**src/rtl/pic_row_writer.sv**
```systemverilog
// Packs a valid/ready pixel stream into ROW_PIX-pixel row words and writes one row per memory address.
// A row write issues the cycle after its last pixel; ready is held low only by start or outside LOAD.
module pic_row_writer #(
  parameter int PIX_W   = 8,
  parameter int ROW_PIX = 28,
  parameter int DEPTH   = 300,
  parameter int AW      = 9
) (
  input  logic                     clk,
  input  logic                     rst,
  input  logic                     start,
  input  logic                     in_valid,
  output logic                     in_ready,
  input  logic [PIX_W-1:0]         in_pixel,
  output logic                     wr_en,
  output logic [AW-1:0]            wr_addr,
  output logic [PIX_W*ROW_PIX-1:0] wr_data,
  output logic                     busy,
  output logic                     done
);

  localparam int RW  = PIX_W * ROW_PIX;
  localparam int PCW = $clog2(ROW_PIX);

  typedef enum logic [1:0] {IDLE, LOAD, DONE} state_t;

  state_t          state_q, state_d;
  logic [PCW-1:0]  pix_cnt_q, pix_cnt_d;
  logic [AW-1:0]   row_cnt_q, row_cnt_d;
  logic [RW-1:0]   pack_q, pack_d;
  logic [RW-1:0]   row_merged;
  logic            wr_en_q, wr_en_d;
  logic [AW-1:0]   wr_addr_q, wr_addr_d;
  logic [RW-1:0]   wr_data_q, wr_data_d;
  logic            accept;

  assign in_ready = (state_q == LOAD) & ~start;
  assign accept   = in_valid & in_ready;
  assign busy     = (state_q == LOAD);
  assign done     = (state_q == DONE);
  assign wr_en    = wr_en_q;
  assign wr_addr  = wr_addr_q;
  assign wr_data  = wr_data_q;

  // Pack register with the incoming pixel dropped into its slot; first pixel lands in the MSBs.
  always_comb begin
    row_merged = pack_q;
    for (int k = 0; k < ROW_PIX; k++) begin
      if (pix_cnt_q == PCW'(k)) begin
        row_merged[(ROW_PIX-k)*PIX_W-1 -: PIX_W] = in_pixel;
      end
    end
  end

  always_comb begin
    state_d   = state_q;
    pix_cnt_d = pix_cnt_q;
    row_cnt_d = row_cnt_q;
    pack_d    = pack_q;
    wr_en_d   = 1'b0;
    wr_addr_d = wr_addr_q;
    wr_data_d = wr_data_q;

    if (start) begin
      state_d   = LOAD;
      pix_cnt_d = '0;
      row_cnt_d = '0;
      pack_d    = '0;
    end else if (accept) begin
      if (pix_cnt_q == PCW'(ROW_PIX-1)) begin
        wr_en_d   = 1'b1;
        wr_addr_d = row_cnt_q;
        wr_data_d = row_merged;
        pack_d    = '0;
        pix_cnt_d = '0;
        // Last row ends the frame; row_cnt stays at DEPTH-1 rather than wrapping.
        if (row_cnt_q == AW'(DEPTH-1)) begin
          state_d = DONE;
        end else begin
          row_cnt_d = row_cnt_q + AW'(1);
        end
      end else begin
        pack_d    = row_merged;
        pix_cnt_d = pix_cnt_q + PCW'(1);
      end
    end
  end

  always_ff @(posedge clk) begin
    if (rst) begin
      state_q   <= IDLE;
      pix_cnt_q <= '0;
      row_cnt_q <= '0;
      pack_q    <= '0;
      wr_en_q   <= 1'b0;
      wr_addr_q <= '0;
      wr_data_q <= '0;
    end else begin
      state_q   <= state_d;
      pix_cnt_q <= pix_cnt_d;
      row_cnt_q <= row_cnt_d;
      pack_q    <= pack_d;
      wr_en_q   <= wr_en_d;
      wr_addr_q <= wr_addr_d;
      wr_data_q <= wr_data_d;
    end
  end

endmodule

```
**config.mk**
```make
export PLATFORM = sky130hd
export DESIGN_NAME = pic_row_writer
export DESIGN_NICKNAME = d
export VERILOG_FILES = /design/src/rtl/pic_row_writer.sv
export SDC_FILE = /design/constraint.sdc
export NUM_CORES = 1
export LEC_CHECK = 0
export CAP_MARGIN = 0
export CORE_AREA = 2 2 267 137
export DETAILED_ROUTE_END_ITERATION = 7
export DIE_AREA = 0 0 269 139
export GPL_TIMING_DRIVEN = 0
export HOLD_SLACK_MARGIN = 0.1
export PLACE_DENSITY = 0.78
export SLEW_MARGIN = 0
export SYNTH_ARGS = -nofsm -noshare
export SYNTH_HDL_FRONTEND = slang
export SYNTH_SLANG_ARGS = --single-unit
```
**constraint.sdc**
```tcl
create_clock -name clk -period 2.27 [get_ports clk]
set_input_delay 0.5675 -clock clk [delete_from_list [all_inputs] [get_ports clk]]
set_output_delay 0.5675 -clock clk [all_outputs]
set_load 0.005 [all_outputs]
```
# Yosys cells after proc, flatten, opt, wreduce, memory -nomap -nowiden
# Cells that the tools add are included.
# op_classes
addsub	2
n_eq_ne	30
n_mux	35
bitwise_logic	5
n_reduce_logical	10
# ops
op	count
224-bit 2-to-1 mux	1
8-bit 2-to-1 mux	28
5-bit equality test (second input constant)	12
5-bit by 4-bit equality test with 1-bit output (second input constant)	8
5-bit by 3-bit equality test with 1-bit output (second input constant)	4
3-bit AND reduction	4
5-bit by 2-bit equality test with 1-bit output (second input constant)	2
9-bit by 1-bit adder with 9-bit output (second input constant)	1
9-bit equality test (second input constant)	1
2-bit nonzero test	3
5-bit by 1-bit adder with 5-bit output (second input constant)	1
5-bit by 1-bit equality test with 1-bit output (second input constant)	1
5-bit zero test	1
1-bit 2-to-1 mux	5
5-bit 2-to-1 mux	1
1-bit NOT	3
3-bit OR reduction	1
1-bit bitwise AND	2
2-bit by 1-bit equality test with 1-bit output (second input constant)	1
2-bit equality test (second input constant)	1
2-bit OR reduction	1
# totals
reg_bits	474
input_bits	12
out_inout_bits	237
wordCells	90

# Depth between registers and ports, before layout
# Gate-level depths: netlist of the first run.
# logic_depth
ltp_word	5
ltp_mapped	9
ltp_nobuf	6

# Worst setup path after synthesis of the first run
# Ideal clock, no wire load.
# synth_path
kind	reg2reg
start	register pix_cnt_q[2]
end	register wr_data_q[102] (netlist: wr_data[102])
arrival_ns	1.847
required_ns	2.134
path_slack_ns	0.288
stages_incl_launch_ff	9
period_less_slack_ns	1.982
path_cell_list	dfxtp_1 > buf_2 > buf_6 > and3_1 > ha_1 > buf_2 > buf_1 > mux2i_1 > a211oi_1
# synth_via
elab_chain_cells	2
elab_cells_between_ends	4
cone_classes	eq/ne: 2; mux: 1; reduce/logical: 1
# synth_rtl
element	line_no	rtl
from (decl)	28	logic [PCW-1:0] pix_cnt_q, pix_cnt_d;
from (signal assigned)	100	pix_cnt_q <= pix_cnt_d;
5-bit equality test / 5-bit by 4-bit equality test with 1-bit output (equally long branches)	70, 49	
3-bit AND reduction (no line) / 8-bit 2-to-1 mux (equally long branches)	n/a	
to (signal assigned)	105	wr_data_q <= wr_data_d;
to (decl)	34	logic [RW-1:0] wr_data_q, wr_data_d;
# Several ways; a longest one is shown, not always the timed one.
# A chain may end at the register's enable or synchronous reset.

# Worst setup path in the final report of the first run
# layout_path
start	register pix_cnt_q[1]
end	register pack_q[222]
# layout_via
elab_chain_cells	3
elab_cells_between_ends	4
cone_classes	eq/ne: 1; mux: 2; reduce/logical: 1
# layout_rtl
element	line_no	rtl
5-bit zero test	49	if (pix_cnt_q == PCW'(k)) begin
8-bit 2-to-1 mux	49	
224-bit 2-to-1 mux (*)	70	if (pix_cnt_q == PCW'(ROW_PIX-1)) begin
to (signal assigned)	102	pack_q <= pack_d;
to (decl)	30	logic [RW-1:0] pack_q, pack_d;
# Mark *: on every way between the ends. The rest lies on a longest branch, timed or not.

==> results of run 1 <==
[cell families after synthesis]
group	after synthesis	share of synthesized area, %
AOI/OAI and AO/OA	487	20.2
adders and majority gates	6	0.394
buffers and inverters	229	6.55
and+or+nand+nor	682	15.5
xor gates and xnor gates	8	0.368
muxes	153	8.03
DFF	466	48.9
[Yosys cell counts (all sizes together) (9+ instances only)]
cell / n
nand2: 170
a211oi: 153
nor2: 435
a21oi: 23
a22o: 9
dfxtp: 466
and4bb: 9
nand3: 16
a22oi: 200
a311oi: 64
clkbuf: 86
buf: 137
mux2i: 153
and3: 10
o21ai: 33
and4b: 12
[repair_timing]
item                       in CTS  in global routing
setup endpoints to repair     379                287
setup buffers                   1                  0
pin swaps                       1                  1
gates resized for setup        23                 46
[worst paths after layout]
check | startpoint | to | slack [ns] | cells after the start
hold reg to reg | wr_data[3] | wr_data[3] | 0.46 | 2
setup / recovery | pix_cnt_q[1] | pack_q[222] | 0.05 | 8
hold / removal | wr_data[3] | wr_data[3] | 0.46 | 2
setup reg to reg | pix_cnt_q[1] | pack_q[222] | 0.05 | 8
[area by class of cell]
cell class                      instances  share of cell area [%]
Inverter                                6                  0.0958
Buffer                                221                    5.61
Clock inverter                          5                   0.245
Sequential cell                       466                    39.7
Timing Repair Buffer                  241                    10.3
Clock buffer                           65                    5.31
Multi-Input combinational cell       1336                    36.2
Tap cell                              484                    2.57
[critical path, cell delays in order (launching register included)]
cell and delay, ns:
dfxtp_1 0.40, ha_1 0.18, clkbuf_4 0.22, nand4b_4 0.17
clkbuf_4 0.26, and3_1 0.23, clkbuf_4 0.26, a22oi_1 0.27
nor2_1 0.07
[metal layers]
| layer | wire (um) | GRT usage [%] | vias to the layer above | part of all wire (%) |
|---|---|---|---|---|
| met2 | 27800 | 49.0 | 1054 | 43 |
| met5 | 0 | 0 | - | 0 |
| met3 | 7220 | 7.60 | 169 | 11 |
| met1 | 27800 | 48.6 | 8551 | 43 |
| li1 | - | - | 7812 | - |
| met4 | 2180 | 11.8 | 0 | 3.4 |
[state kept, by name (all words and copies together) (netlist names)]
name,count
wr_en,1
wr_data,224
state_q,2
row_cnt_q,9
pix_cnt_q,5
wr_addr,9
pack_q,216
[power groups by stage]
stage | registers [mW] | logic [mW] | clock network, mW
after floorplan | 8.36 | 0.253 | 0
after CTS | 8.18 | 0.481 | 7.01
after global routing | 8.17 | 0.508 | 7.38
after detailed placement | 8.36 | 0.478 | 0
final | 8.18 | 0.504 | 7.03
after global placement | 8.36 | 0.471 | 0
==> results.toml, run 1 <==
[placed_design]
place_area_mm2 = 0.0221
dp_hpwl_um = 45200
pre_cts_ws_ns = -1.03
gp_congestion = 0.899
dp.cells = 2755
numPortBuffers = 240

[sta]
rsz0062_at_grt = "true"
finalCritPeriodShare_pct = 97.7
timing.hold.ws_ns = 0.463
hold_violations = 0
worst_slack_ns = 0.0520
fin_tns_setup_ns = 0
tightest_slew_ns = 1.09
fmax_mhz = 451
maxSlewViolCount = 0
finalClockSkew_ns = 0.0199
final-setup-viol-count = 0
slew_headroom_pct = 27.1
min_period_ns = 2.22

[power_and_ir_drop]
p_total_mw = 15.7
internal-power_mw = 12.1
p_leak_nw = 7.44
switching_share_pct = 22.7
p_switching_mw = 3.57
ir_worst_vdd_mv = 0.422
power.density_mw_per_mm2 = 668
power_frac_seq_pct = 52.1
comb_power_share_pct = 3.2
pwr-share-clk_pct = 44.7

[layout]
multi_input_area_mm2 = 0.00851
fin_area_mm2 = 0.0235
fillCellCount = 2776
drive_above_1_share_pct = 12.4
register_area_mm2 = 0.00934
n_antenna_cell = 0
final_util_pct = 66.7
syn2layout_area_growth_pct = 23.4
final_cells = 2824
layout.nets = 2331
layout_commonest_cell = "dfxtp_1"
most-common-layout-cells = "462 x dfxtp_1, 429 x nor2_1, 237 x clkdlybuf4s50_1"

[yosys]
synth_area_leaders = "dfxtp_1 49%, nor2_1 8.5%, mux2i_1 8.0%"
synth_edf_count = 0
ys_seq_area_share_pct = 48.9
async_reset_ff_share_pct = 0
ys_seq_elements = 466
ys_types = 51
yosys_most_used_dff = "dfxtp_1"
yosysTopAreaCell = "dfxtp_1"
syn_inst = 2031
synth_top_area_share_pct = 48.9
synth.net_count = 2049
netlist_area_mm2 = 0.0191
yosysWarnings = 0
syn-mean-instance-area_um2 = 9.39

[cts]
cts_sinks = 466
numCtsBuffers = 41
htree_levels = 2
clk_latency_ns = 0.57
cts_tree = "yes"
cts_hold_buffers = 0
clk_path_buf_depth = 3
cts_root_buf = "clkbuf_16"
cts.clk_slew.worst_paths_ns = 0.07

[floorplan]
die_h_um = 139
io_pins = 249
die_area_mm2 = 0.0374
fp.coreArea_mm2 = 0.0353
die_w_um = 269
initial_utilization_pct = 54.1
fp-row-count = 49

[worst_hold_path]
hp-class = "reg2reg"

[worst_setup_path]
arrival_ns = 2.65
crit_fanout = 10
criticalPathCategory = "reg2reg"
critical_path_required_ns = 2.70
worstSetupEndpointType = "flip-flop"
start_kind = "flip-flop"

[global_routing]
antenna_found_initial = 0
grt_pass1_vias = 16300
track_usage_pct = 33.6
grt_start_max_net_pins = 16
overflow = 0
grt_pass1_wl_um = 96800

[routing]
drcViolationCount = 0
drt_first_iter_violations = 2378
avgRoutedWirePerCell_um = 23.0
routed_wl_um = 64900
drtAntennaViolNets = 0
vias = 17600
drt-pass1-iter-count = 6
routed_via_density = 6.23

[run_status]
status = "finished clean"

[flow_run]
drv_cap = 0
Note: power is estimated with default switching activity, not from simulation.
==> inputs of run 2 (changes only) <==
--- a/config.mk
+++ b/config.mk
@@ -7,6 +7,7 @@
 export LEC_CHECK = 0
 export CAP_MARGIN = 0
 export CORE_AREA = 2 2 267 137
+export CTS_CLUSTER_SIZE = 30
 export DETAILED_ROUTE_END_ITERATION = 7
 export DIE_AREA = 0 0 269 139
 export GPL_TIMING_DRIVEN = 0
==> results of run 2 <==
Final layout, timing and power as in run 1 (identical DEF).
==> inputs of run 3 (changes only) <==
--- a/config.mk
+++ b/config.mk
@@ -5,9 +5,8 @@
 export SDC_FILE = /design/constraint.sdc
 export NUM_CORES = 1
 export LEC_CHECK = 0
-export CAP_MARGIN = 0
+export CAP_MARGIN = 20
 export CORE_AREA = 2 2 267 137
-export CTS_CLUSTER_SIZE = 30
 export DETAILED_ROUTE_END_ITERATION = 7
 export DIE_AREA = 0 0 269 139
 export GPL_TIMING_DRIVEN = 0
==> results of run 3 <==
Final layout, timing and power as in run 1 (identical DEF).
